## src/rtl/mealy_step_arbiter.sv

```systemverilog
// Round-robin front end that time-shares one 5-state Mealy step engine between two requesters.
// Optional idle-timeout revocation is enabled by defining MEALY_STEP_ARB_TIMEOUT_EN.
module mealy_step_arbiter #(
  parameter int MAX_STEPS = 8,
  parameter int QW        = 5,
  parameter int TIMEOUT   = 16
) (
  input  logic          CLK,
  input  logic          RST_N,
  input  logic          REQ0,
  input  logic          REQ1,
  input  logic          STEP0_VALID,
  input  logic          STEP1_VALID,
  input  logic          STEP0_D1,
  input  logic          STEP1_D1,
  input  logic          STEP0_D2,
  input  logic          STEP1_D2,
  output logic          GNT0,
  output logic          GNT1,
  output logic          ENG_RST,
  output logic          ENG_EN,
  output logic          ENG_DIN1,
  output logic          ENG_DIN2,
  input  logic [QW-1:0] ENG_Q,
  output logic          RSP_VALID,
  output logic          RSP_ID,
  output logic [QW-1:0] RSP_Q,
  output logic          TMO
);

  if (MAX_STEPS < 1 || MAX_STEPS > 255 || TIMEOUT < 1 || TIMEOUT > 255) begin : g_bad_params
    $error("mealy_step_arbiter: MAX_STEPS and TIMEOUT must lie in 1..255");
  end

  typedef enum logic [1:0] {IDLE, ENGRST, RUN, DRAIN} state_t;

  localparam logic [7:0] MAX_CNT = 8'(MAX_STEPS);

  state_t        state;
  logic          ptr;        // preferred requester when both ask
  logic          owner;      // requester holding the current grant
  logic [1:0]    gnt;
  logic          eng_rst;
  logic [7:0]    step_cnt;
  logic          rsp_valid;
  logic          rsp_id;
  logic [QW-1:0] rsp_q_hold;

`ifdef MEALY_STEP_ARB_TIMEOUT_EN
  localparam logic [7:0] TMO_LIMIT = 8'(TIMEOUT - 1);
  logic [7:0] idle_cnt;
  logic       tmo_q;
`endif

  logic [1:0] req_v;
  logic [1:0] vld_v;
  logic [1:0] d1_v;
  logic [1:0] d2_v;
  logic       req_own;
  logic       accept;
  logic       win;
  logic [7:0] step_nxt;

  assign req_v = {REQ1, REQ0};
  assign vld_v = {STEP1_VALID, STEP0_VALID};
  assign d1_v  = {STEP1_D1, STEP0_D1};
  assign d2_v  = {STEP1_D2, STEP0_D2};

  // NOTE: every signal driven here gets a default first so no path leaves it unassigned (no latch).
  always_comb begin
    req_own  = req_v[owner];
    accept   = 1'b0;
    ENG_EN   = 1'b0;
    ENG_DIN1 = 1'b0;
    ENG_DIN2 = 1'b0;
    if (state == RUN && req_own && vld_v[owner]) begin
      accept   = 1'b1;
      ENG_EN   = 1'b1;
      ENG_DIN1 = d1_v[owner];
      ENG_DIN2 = d2_v[owner];
    end
    // Both asking: the pointer decides; otherwise whoever asks wins.
    win      = (req_v == 2'b11) ? ptr : req_v[1];
    step_nxt = step_cnt + 8'd1;
  end

  // NOTE: sequential state uses non-blocking assignments so all registers update from pre-edge values.
  always_ff @(posedge CLK or negedge RST_N) begin
    if (!RST_N) begin
      state      <= IDLE;
      ptr        <= 1'b0;
      owner      <= 1'b0;
      gnt        <= 2'b00;
      eng_rst    <= 1'b1;
      step_cnt   <= 8'd0;
      rsp_valid  <= 1'b0;
      rsp_id     <= 1'b0;
      rsp_q_hold <= '0;
`ifdef MEALY_STEP_ARB_TIMEOUT_EN
      idle_cnt   <= 8'd0;
      tmo_q      <= 1'b0;
`endif
    end else begin
      rsp_valid <= accept;
      if (accept)    rsp_id     <= owner;
      if (rsp_valid) rsp_q_hold <= ENG_Q;
`ifdef MEALY_STEP_ARB_TIMEOUT_EN
      tmo_q <= 1'b0;
`endif

      case (state)
        IDLE: begin
          if (|req_v) begin
            owner    <= win;
            gnt      <= win ? 2'b10 : 2'b01;
            eng_rst  <= 1'b1;
            step_cnt <= 8'd0;
`ifdef MEALY_STEP_ARB_TIMEOUT_EN
            idle_cnt <= 8'd0;
`endif
            state    <= ENGRST;
          end else begin
            eng_rst  <= 1'b0;
          end
        end

        ENGRST: begin
          eng_rst <= 1'b0;
          state   <= RUN;
        end

        RUN: begin
          if (accept) step_cnt <= step_nxt;
          if ((accept && step_nxt == MAX_CNT) || !req_own) begin
            gnt   <= 2'b00;
            state <= DRAIN;
          end
`ifdef MEALY_STEP_ARB_TIMEOUT_EN
          else if (accept) begin
            idle_cnt <= 8'd0;
          end else if (idle_cnt == TMO_LIMIT) begin
            gnt   <= 2'b00;
            tmo_q <= 1'b1;
            state <= DRAIN;
          end else begin
            idle_cnt <= idle_cnt + 8'd1;
          end
`endif
        end

        DRAIN: begin
          // The final step's response leaves this cycle; hand priority to the other side.
          ptr   <= ~owner;
          state <= IDLE;
        end

        default: state <= IDLE;
      endcase
    end
  end

  assign GNT0      = gnt[0];
  assign GNT1      = gnt[1];
  assign ENG_RST   = eng_rst;
  assign RSP_VALID = rsp_valid;
  assign RSP_ID    = rsp_id;
  // Engine Q registered at the accept edge is live during the response cycle; hold it afterwards.
  assign RSP_Q     = rsp_valid ? ENG_Q : rsp_q_hold;

`ifdef MEALY_STEP_ARB_TIMEOUT_EN
  assign TMO = tmo_q;
`else
  assign TMO = 1'b0;
`endif

endmodule

```

## config.mk

```make
export PLATFORM = sky130hd
export DESIGN_NAME = mealy_step_arbiter
export DESIGN_NICKNAME = d
export VERILOG_FILES = /design/src/rtl/mealy_step_arbiter.sv
export SDC_FILE = /design/constraint.sdc
export NUM_CORES = 1
export LEC_CHECK = 0
export ABC_AREA = 1
export BUFFER_PORTS_ARGS = -buffer_cell sky130_fd_sc_hd__clkbuf_2
export CAP_MARGIN = 25
export CORE_ASPECT_RATIO = 1.75
export CORE_MARGIN = 3
export CORE_UTILIZATION = 40
export CTS_CLUSTER_DIAMETER = 100
export DETAILED_ROUTE_END_ITERATION = 10
export SYNTH_ARGS = -nofsm -noshare
export SYNTH_HDL_FRONTEND = slang
export SYNTH_SLANG_ARGS = --single-unit
```

## constraint.sdc

```tcl
create_clock -name CLK -period 3.8 [get_ports CLK]
set_input_delay 0.57 -clock CLK [delete_from_list [all_inputs] [get_ports CLK]]
set_output_delay 0.57 -clock CLK [all_outputs]
set_load 0.01 [all_outputs]
```

After elaboration in Yosys (flattened, before gate mapping)
Index checks and enable logic that the tools add are counted.
{ "op_classes": {"reduce_logical": 13, "order_cmp": 1, "add_sub_neg": 1, "n_bitwise": 1, "mux": 25, "n_eq_ne": 8} }
{ "op_table": {"columns": ["operator", "n"], "rows": [
  ["8-bit 2-to-1 mux", 2],
  ["8-bit one-hot mux with 2 select lines", 1],
  ["1-bit 2-to-1 mux", 13],
  ["2-bit 2-to-1 mux", 5],
  ["8-bit by 1-bit adder with 8-bit output, second input constant", 1],
  ["8-bit by 4-bit equality test with 1-bit output, second input constant", 1],
  ["2-bit one-hot mux with 4 select lines", 1],
  ["2-bit equality test, second input constant", 3],
  ["3-bit AND reduction", 2],
  ["5-bit 2-to-1 mux", 1],
  ["2-bit inequality test, second input constant", 2],
  ["2-bit one-hot mux with 2 select lines", 1],
  ["2-bit AND reduction", 2],
  ["2-bit nonzero test", 2],
  ["1-bit logical AND", 3],
  ["2-bit by 1-bit equality test with 1-bit output, second input constant", 1],
  ["2-bit zero test", 1],
  ["1-bit by 2-bit less-than comparator with 1-bit output, second input constant", 1],
  ["2-bit by 1-bit inequality test with 1-bit output, second input constant", 1],
  ["1-bit one-hot mux with 2 select lines", 1],
  ["2-bit OR reduction", 1],
  ["1-bit zero test", 1],
  ["1-bit logical OR", 1],
  ["1-bit inverter", 1]
]} }
{ "word_totals": {"in_bits": 15, "register_bits": 22} }

Logic depth before layout (Yosys ltp)
Gate-level depths: netlist of the first run.
{ "logic_depth": {"depth_word": 9, "depth_mapped": 12} }

Worst setup path after synthesis of the first run
OpenSTA, ideal clock, no wires.
{ "synth_path": {"kind": "register -> output", "start": "register state[0]", "end": "output ENG_DIN1", "path_stages_with_launch": 7, "t_required_ns": 3.230, "arrival_ns": 1.295, "path_slack_ns": 1.935, "path_cell_list": "dfrtp_1 > inv_1 > ha_1 > nand3_4 > nor2_8 > inv_1 > a21oi_1"} }
{ "synth_via": {"elab_chain_len": 4} }
{ "synth_rtl": {"columns": ["item", "line", "rtl"], "rows": [
  ["start, declared", "39", "state_t state;"],
  ["start signal, assigned", "90", "state <= IDLE;"],
  ["start signal, assigned", "121", "state <= ENGRST;"],
  ["start signal, assigned", "129", "state <= RUN;"],
  ["2-bit equality test", "76", "if (state == RUN && req_own && vld_v[owner]) begin"],
  ["1-bit logical AND (2 in a row)", "76", null],
  ["1-bit 2-to-1 mux", "76", null],
  ["end, declared", "22", "output logic ENG_DIN1,"]
]} }
No other way between the ends.

Worst setup path in the final report of the first run
Ends and elaborated chain as after synthesis.

==> results of run 1 <==
cells by family after synthesis:
group           after synthesis  synth area share, %
flops                        22                45.32
simple gates                 66                28.06
other cells                   1               0.3080
compound gates               19                8.530
buf+inv                      23                8.016
fa+ha+maj                     5                5.139
mux                           5                4.625
routing by layer:
| layer | track usage [%] | wire length (um) | up-vias |
|---|---|---|---|
| li1 | - | - | 504 |
| met1 | 14.59 | 918 | 502 |
| met2 | 28.78 | 1410 | 21 |
| met3 | 2.041 | 81 | 2 |
| met4 | 5.660 | 24 | 0 |
| met5 | 0 | 0 | - |
layout make-up:
type	count	area, um2
multi-input cells	96	568.0
fillers	283	1393
clock buffers	4	55.05
repair buffers	27	135.1
inverters	21	78.83
flip-flops and latches	22	551.8
well taps	27	33.78
worst max-delay path by stage:
stage                     to  slack, ns  cells past startpoint
finish              ENG_DIN1       1.47                      7
global route        ENG_DIN2       1.32                      7
floorplan           ENG_DIN1       1.94                      6
detailed placement  ENG_DIN2       1.71                      8
CTS                 ENG_DIN2       1.42                      7
global placement    ENG_DIN1       1.76                      8
per-stage QoR:
step / hold slack, ns / std cells
after floorplan: 0.2744 / 141
after global placement: 0.4633 / 193
after detailed placement: 0.4620 / 193
after CTS: 0.3074 / 197
after global routing: 0.3197 / 197
final: 0.2877 / 197
layout by cell type, fill, tap and decap left out, types with 2 or more instances in the layout:
cell / instances
a21oi_1: 3
ha_1: 5
dfrtp_1: 21
o21ai_1: 2
clkbuf_2: 27
nand3_1: 6
nor2_2: 2
nand4_1: 4
inv_1: 20
nand3_2: 2
o21ai_0: 10
mux2_2: 5
nand2_1: 35
nand2_2: 3
clkbuf_8: 4
nor2_1: 8
o22ai_1: 2
sequential cells by signal, summed over array words and instances, names as in the netlist:
signal	flops
step_cnt	8
rsp_q_hold	5
gnt	2
state	2
ENG_RST	1
RSP_ID	1
RSP_VALID	1
owner	1
ptr	1
power by group through the flow:
| stage | Sequential [W] | Combinational (W) | Clock, W |
|---|---|---|---|
| after floorplan | 0.000365 | 0.000299 | 0 |
| after global placement | 0.000372 | 0.000395 | 0 |
| after detailed placement | 0.000376 | 0.000406 | 0 |
| after CTS | 0.000371 | 0.000408 | 0.000173 |
| after global routing | 0.000384 | 0.000463 | 0.000187 |
| final | 0.000370 | 0.000399 | 0.000167 |
==> impl_metrics.json, run 1 <==
{
  "clock_latency_ns": 0.26,
  "synth_common_cells": "nand2_1, dfrtp_1, inv_1",
  "grt_pass1_vias": 1079,
  "ioPinCount": 29,
  "yosysWarnings": 0,
  "clockPowerShare_pct": 17.9,
  "wl_per_cell_um": 12.36,
  "coreArea_um2": 2815,
  "arrival_ns": 1.76,
  "ctsResizeCount": 0,
  "p_sw_share_pct": 39.08,
  "synth_edf_count": 0,
  "post_cts_buffers": 0,
  "start_util_pct": 43.24,
  "yosys.area.top_type": "dfrtp_1",
  "hpwl_um": 1945,
  "ctsHoldBuffers": 0,
  "vias": 1029,
  "synthArstFlopShare_pct": 100.0,
  "place_congestion": 0.7409,
  "critPathLaunch": "state[0]",
  "stdcell_area_um2": 1423,
  "min_period_ns": 2.331,
  "via_per_inst": 5.223,
  "comb_power_share_pct": 42.6,
  "finalMaxSlewViolations": 0,
  "layout-drive-gt1-share_pct": 30.00,
  "worstPathRequired_ns": 3.23,
  "critical-path-max-stage-delay_ns": 0.42,
  "end_kind": "output port",
  "setup_violations": 0,
  "dr.pass1.iters": 4,
  "cts_tree": "yes",
  "grt_setup_unrepaired": "false",
  "cpMostUsedCell": "inv_1",
  "cp_slowest_cell": "dfrtp_1",
  "ir_worst_vdd_mv": 0.3784,
  "chipWidth_um": 47.71,
  "yosysUniqueCellTypes": 28,
  "crit_chain": "inv_1, ha_1, nand3_4, nor2_8, inv_1, a21oi_1, clkbuf_2",
  "dpl_worst_slack_ns": 1.713,
  "dieArea_um2": 3768,
  "path_clk_slew_ns": 0.08,
  "setup_tns_ns": 0,
  "post-route-period-util_pct": 61.33,
  "cellPowerDensity_nw_per_um2": 657.8,
  "hold_violations": 0,
  "worst_slack_ns": 1.469,
  "cts_made_buffers": 3,
  "route.detailed.drc": 0,
  "timing.rr.start": "state[0]",
  "finish.utilization_pct": 50.53,
  "synth-main-ff-cell": "dfrtp_1",
  "tightest_slew_ns": 0.5610,
  "portBuffers": 27,
  "ant_nets": 0,
  "intPower_w": 0.0005700,
  "wirelength_um": 2435,
  "rr_worst_depth": 11,
  "dpl_cell_area_um2": 1368,
  "diodes": 0,
  "overflow": 0,
  "finClkSkew_ns": 0.004319,
  "drt_iter0_drc": 32,
  "leakage_nw": 0.7359,
  "power_w": 0.0009358,
  "clock-sinks": 22,
  "status": "completed",
  "maxSlewHeadroom_pct": 62.60,
  "die_h_um": 78.98,
  "cap_violations": 0,
  "grt_pass1_wl_um": 4250,
  "timing.rr.end": "gnt[1]",
  "crit_buf_inv": 3,
  "yosysTopAreaCellShare_pct": 43.17,
  "yosysSeqAreaShare_pct": 45.32,
  "switching_power_w": 0.0003657,
  "yosys-top-cells-area": "dfrtp_1, nand2_1, inv_1",
  "worstHoldPathType": "input pin to asynchronous set/reset pin",
  "syn2layout_area_growth_pct": 16.85,
  "grt_max_degree": 23,
  "clockBufferDepth": 2,
  "worstSetupPathType": "register to output port",
  "h-tree-depth": 1,
  "syn_avg_cell_area_um2": 8.634,
  "syn_inst": 141,
  "yosysMostFrequentCell": "nand2_1",
  "syn_area_um2": 1217,
  "synth-seq-cells": 22,
  "antenna_found_initial": 0,
  "cp_top_family": "flip-flops",
  "r2r_setup_slack_ns": 2.08,
  "synth_fp_nets": 161,
  "nNetsFinal": 191,
  "rows": 25,
  "max_freq_mhz": 429.1,
  "root_buffer": "clkbuf_8",
  "seq_power_share_pct": 39.5,
  "start_kind": "register",
  "crit_fanout": 9,
  "grt_use_total_pct": 15.04
}
Note: power is estimated with default switching activity, not from simulation.
==> run 2, diff against run 1 <==
==> constraint.sdc (replaced) <==
create_clock -name CLK -period 1.9 [get_ports CLK]
set_input_delay 0.285 -clock CLK [delete_from_list [all_inputs] [get_ports CLK]]
set_output_delay 0.285 -clock CLK [all_outputs]
set_load 0.01 [all_outputs]
==> run 2 against run 1 <==
Compared with the run above: the run now ends with hold timing left; sequential cell count is the same; clock power grew 77%; first-iteration DRC count fell by 56%; register-to-register slack worse by 1.9 ns; sequential power is 100% higher; global-route usage about the same; core utilization increased by 0.62 points; worst hold slack lost 0.30 ns; final area rose by 1.2%; critical path depth unchanged; clock-buffer cell count unchanged; largest cell class unchanged; largest power group unchanged.
==> impl_metrics.json, run 2 (synthesis gave the netlist of run 1 again) <==
{
  "cp_top_family": "flip-flops",
  "grt_pass1_vias": 945,
  "final_cell_mix": "nand2_1, clkbuf_2, dfrtp_1",
  "arrival_ns": 1.54,
  "final_common_cell": "nand2_1",
  "diodes": 0,
  "portBuffers": 27,
  "maxSlewHeadroom_pct": 63.71,
  "use_met1_pct": 16.05,
  "cp_slowest_cell": "dfrtp_1",
  "stdcell_area_um2": 1440,
  "dieArea_um2": 3768,
  "die_h_um": 78.98,
  "finish.utilization_pct": 51.16,
  "antenna_found_initial": 0,
  "grt_max_degree": 23,
  "start_kind": "register",
  "drt_iter0_drc": 14,
  "holdWs_ns": -0.008056,
  "ant_nets": 0,
  "fillCellCount": 280,
  "setup_violations": 0,
  "dpl_worst_slack_ns": 0.1797,
  "multi_input_area_um2": 580.6,
  "h-tree-depth": 1,
  "leakage_nw": 0.7390,
  "status": "complete, but fails checks",
  "dr.pass1.iters": 4,
  "worstHoldPathType": "input pin to asynchronous set/reset pin",
  "crit_buf_inv": 3,
  "min_period_ns": 1.828,
  "clockPowerShare_pct": 15.7,
  "cts_tree": "yes",
  "busiest_layer": "met2",
  "clock_latency_ns": 0.26,
  "root_buffer": "clkbuf_8",
  "regMostFlops": "step_cnt",
  "cap_violations": 0,
  "seq_area_um2": 551.8,
  "dpl_cell_area_um2": 1375,
  "syn2layout_area_growth_pct": 18.29,
  "clock-sinks": 22,
  "start_util_pct": 43.24,
  "crit_fanout": 4,
  "path_clk_slew_ns": 0.07,
  "dp.cells": 194,
  "tightest_slew_ns": 0.5444,
  "largestRegisters": "step_cnt x8, rsp_q_hold x5",
  "violations": "hold timing",
  "final_cells": 199,
  "vias": 1016,
  "chipWidth_um": 47.71,
  "rows": 25,
  "finClkSkew_ns": 0.0008323,
  "use_met3_pct": 2.721,
  "switching_power_w": 0.0007443,
  "worstSetupPathType": "register to output port",
  "via_per_inst": 5.106,
  "finalMaxSlewViolations": 0,
  "clockBufferDepth": 2,
  "intPower_w": 0.001132,
  "layout-drive-gt1-share_pct": 30.81,
  "use_met2_pct": 25.33,
  "cellPowerDensity_nw_per_um2": 1303,
  "ir_worst_vdd_mv": 0.8259,
  "overflow": 0,
  "hpwl_um": 1975,
  "grt_use_total_pct": 15.01,
  "worst_slack_ns": 0.07221,
  "cpMostUsedCell": "inv_1",
  "grt_pass1_wl_um": 4008,
  "end_kind": "output port",
  "worstPathRequired_ns": 1.62,
  "post-route-period-util_pct": 96.20,
  "crit_chain": "inv_1, ha_4, nand3_4, nor2_8, inv_1, a21oi_1, clkbuf_2",
  "nNetsFinal": 193,
  "route.detailed.drc": 0,
  "hold_violations": 21,
  "wl_per_cell_um": 12.64,
  "ioPinCount": 29,
  "critical-path-max-stage-delay_ns": 0.42,
  "largest_register_ffs": 8,
  "wirelength_um": 2515,
  "comb_power_share_pct": 44.5,
  "max_freq_mhz": 547.1,
  "seq_power_share_pct": 39.8,
  "p_sw_share_pct": 39.68,
  "place_congestion": 0.7567,
  "cts_made_buffers": 3,
  "coreArea_um2": 2815
}
run 2: layer usage:
layer / vias to the layer above / wire [um]
li1: 510 / -
met5: - / 0
met2: 23 / 1416
met3: 4 / 101
met1: 479 / 939
met4: 0 / 57
run 2: layout make-up:
| type | count | area share (%) |
|---|---|---|
| well taps | 27 | 2.346 |
| inverters | 21 | 5.474 |
| multi-input cells | 96 | 40.31 |
| flip-flops and latches | 22 | 38.31 |
| clock buffers | 4 | 3.128 |
| repair buffers | 29 | 10.43 |
run 2: metrics by stage:
step	power [W]	hold slack [ns]	setup TNS, ns
after floorplan	0.001330	-0.01059	0
after global placement	0.001557	0.2937	0
after detailed placement	0.001574	0.2991	0
after CTS	0.001890	0.007934	0
after global routing	0.002048	0.02797	-0.001514
final	0.001876	-0.008056	0
run 2: final timing paths:
path	startpoint	endpoint	slack, ns	cells after the start
max reg2reg	state[0]	gnt[0]	0.16	12
max	state[0]	ENG_DIN1	0.07	7
min in group CLK	ENG_Q[1]	rsp_q_hold[1]	0.27	2
max in group asynchronous	RST_N	ENG_RST	1.54	1
min reg2reg	gnt[0]	gnt[0]	0.49	2
min	RST_N	rsp_q_hold[0]	-0.008	1
run 2: repair_timing:
item	4_1_cts	5_1_grt
cloned	0	0
buffers inserted	1	0
pin swaps	1	0
resized for setup	1	1
hold buffers	0	0
setup endpoints to repair	2	6
run 2: power by group through the flow:
stage          clock network [W]  logic (W)  registers [W]
3_5_place_dp                   0   0.000824       0.000750
2_1_floorplan                  0   0.000599       0.000731
6_report                0.000295   0.000834       0.000746
4_1_cts                 0.000311   0.000836       0.000742
3_3_place_gp                   0   0.000813       0.000744
5_1_grt                 0.000333   0.000946       0.000769
==> run 3, diff against run 2 <==
--- a/config.mk
+++ b/config.mk
@@ -13,6 +13,7 @@
 export CORE_UTILIZATION = 40
 export CTS_CLUSTER_DIAMETER = 100
 export DETAILED_ROUTE_END_ITERATION = 10
+export MAX_ROUTING_LAYER = met4
 export SYNTH_ARGS = -nofsm -noshare
 export SYNTH_HDL_FRONTEND = slang
 export SYNTH_SLANG_ARGS = --single-unit
==> run 3 against run 2 <==
Compared with the run above: the flow still finishes with violations (hold timing); final area stayed put; fmax barely moved; clock power hardly changed; sequential share of layout area unchanged; clock-buffer cell count stayed put; die area unchanged; non-clock buffer count stayed put; first-iteration DRC count up 57%; combinational power hardly changed; global-route usage rose by 0.36 points; core utilization is the same.
==> impl_metrics.json, run 3 (synthesis gave the netlist of run 1 again) <==
{
  "finalMaxSlewViolations": 0,
  "antenna_found_initial": 0,
  "final_common_cell": "nand2_1",
  "max_freq_mhz": 547.2,
  "holdWs_ns": -0.005493,
  "largestRegisters": "step_cnt x8, rsp_q_hold x5",
  "dr.pass1.iters": 4,
  "diodes": 0,
  "rows": 25,
  "largest_register_ffs": 8,
  "final_cell_mix": "nand2_1, clkbuf_2, dfrtp_1",
  "place_congestion": 0.7665,
  "cts_tree": "yes",
  "maxSlewHeadroom_pct": 63.47,
  "end_kind": "output port",
  "clock-sinks": 22,
  "min_period_ns": 1.827,
  "dpl_worst_slack_ns": 0.1797,
  "grt_use_total_pct": 15.37,
  "chipWidth_um": 47.71,
  "setup_tns_ns": 0,
  "worstSetupPathType": "register to output port",
  "cts_made_buffers": 3,
  "start_util_pct": 43.24,
  "worstHoldPathType": "input pin to asynchronous set/reset pin",
  "finish.utilization_pct": 51.16,
  "h-tree-depth": 1,
  "leakage_nw": 0.7390,
  "wirelength_um": 2508,
  "ioPinCount": 29,
  "layout-drive-gt1-share_pct": 30.81,
  "post-route-period-util_pct": 96.18,
  "regMostFlops": "step_cnt",
  "rr_worst_depth": 12,
  "via_per_inst": 5.101,
  "dieArea_um2": 3768,
  "stdcell_area_um2": 1440,
  "cp_slowest_cell": "dfrtp_1",
  "fillCellCount": 280,
  "vias": 1015,
  "tightest_slew_ns": 0.5479,
  "clock_latency_ns": 0.26,
  "cellPowerDensity_nw_per_um2": 1302,
  "route.detailed.drc": 0,
  "wl_per_cell_um": 12.60,
  "critical-path-max-stage-delay_ns": 0.42,
  "root_buffer": "clkbuf_8",
  "grt_max_degree": 23,
  "violations": "hold timing",
  "crit_fanout": 4,
  "cap_violations": 0,
  "nNetsFinal": 193,
  "overflow": 0,
  "worstPathRequired_ns": 1.62,
  "ctsHoldBuffers": 0,
  "die_h_um": 78.98,
  "portBuffers": 27,
  "cpMostUsedCell": "inv_1",
  "setup_violations": 0,
  "worst_slack_ns": 0.07266,
  "finClkSkew_ns": 0.0009984,
  "grt_pass1_vias": 946,
  "drt_iter0_drc": 22,
  "path_clk_slew_ns": 0.07,
  "ir_worst_vdd_mv": 0.8266,
  "grt_pass1_wl_um": 4002,
  "dpl_cell_area_um2": 1375,
  "start_kind": "register",
  "hold_violations": 21,
  "hpwl_um": 1975,
  "syn2layout_area_growth_pct": 18.29,
  "clockBufferDepth": 2,
  "coreArea_um2": 2815,
  "crit_chain": "inv_1, ha_4, nand3_4, nor2_8, inv_1, a21oi_1, clkbuf_2",
  "arrival_ns": 1.54,
  "ant_nets": 0,
  "status": "complete, but fails checks"
}
-- run 3: timing repair --
action | 4_1_cts | 5_1_grt
setup endpoints to repair | 2 | 6
hold endpoints to repair | 0 | 0
resized for setup | 1 | 1
pin swaps | 1 | 0
setup buffers | 1 | 0
-- run 3: area by class of cell --
type,count,area (um2),share of cell area (%)
Sequential cell,22,551.8,38.31
Tap cell,27,33.78,2.346
Inverter,21,78.83,5.474
Timing Repair Buffer,29,150.1,10.43
Multi-Input combinational cell,96,580.6,40.31
Clock buffer,4,45.04,3.128
-- run 3: metrics by stage --
step | hold WS, ns | cells | total power, W
2_1_floorplan | -0.01059 | 141 | 0.001330
3_3_place_gp | 0.2937 | 194 | 0.001557
3_5_place_dp | 0.2991 | 194 | 0.001574
4_1_cts | 0.007934 | 199 | 0.001890
5_1_grt | 0.02798 | 199 | 0.002048
6_report | -0.005493 | 199 | 0.001874
-- run 3: metal layers --
layer	track usage, %	wire length [um]	up-vias
li1	-	-	509
met1	16.05	923	475
met2	25.33	1409	26
met3	2.721	111	5
met4	8.895	63	0
met5	-	0	-
-- run 3: power by group --
part           switching, W  leakage [nW]  total [W]  internal [W]
clock              0.000144        0.0228   0.000294      0.000150
sequential         0.000114         0.281   0.000747      0.000633
combinational      0.000485         0.435   0.000834      0.000349
total              0.000743         0.739    0.00187       0.00113
-- run 3: critical path, delay by kind of cell (launching register included) --
| kind | cells | cell delay, ns |
|---|---|---|
| AO/OA/AOI/OAI | 1 | 0.11 |
| adder cells (fa/ha/maj) | 1 | 0.18 |
| buffers and inverters | 3 | 0.35 |
| flip-flops | 1 | 0.42 |
| AND/OR/NAND/NOR | 2 | 0.23 |
-- run 3: final timing paths --
check,start,to,slack [ns]
setup / recovery,state[0],ENG_DIN1,0.07
min in group CLK,ENG_Q[1],rsp_q_hold[1],0.27
setup reg to reg,state[0],gnt[0],0.16
hold / removal,RST_N,rsp_q_hold[0],-0.005
max in group asynchronous,RST_N,ENG_RST,1.54
hold reg to reg,gnt[0],gnt[0],0.49
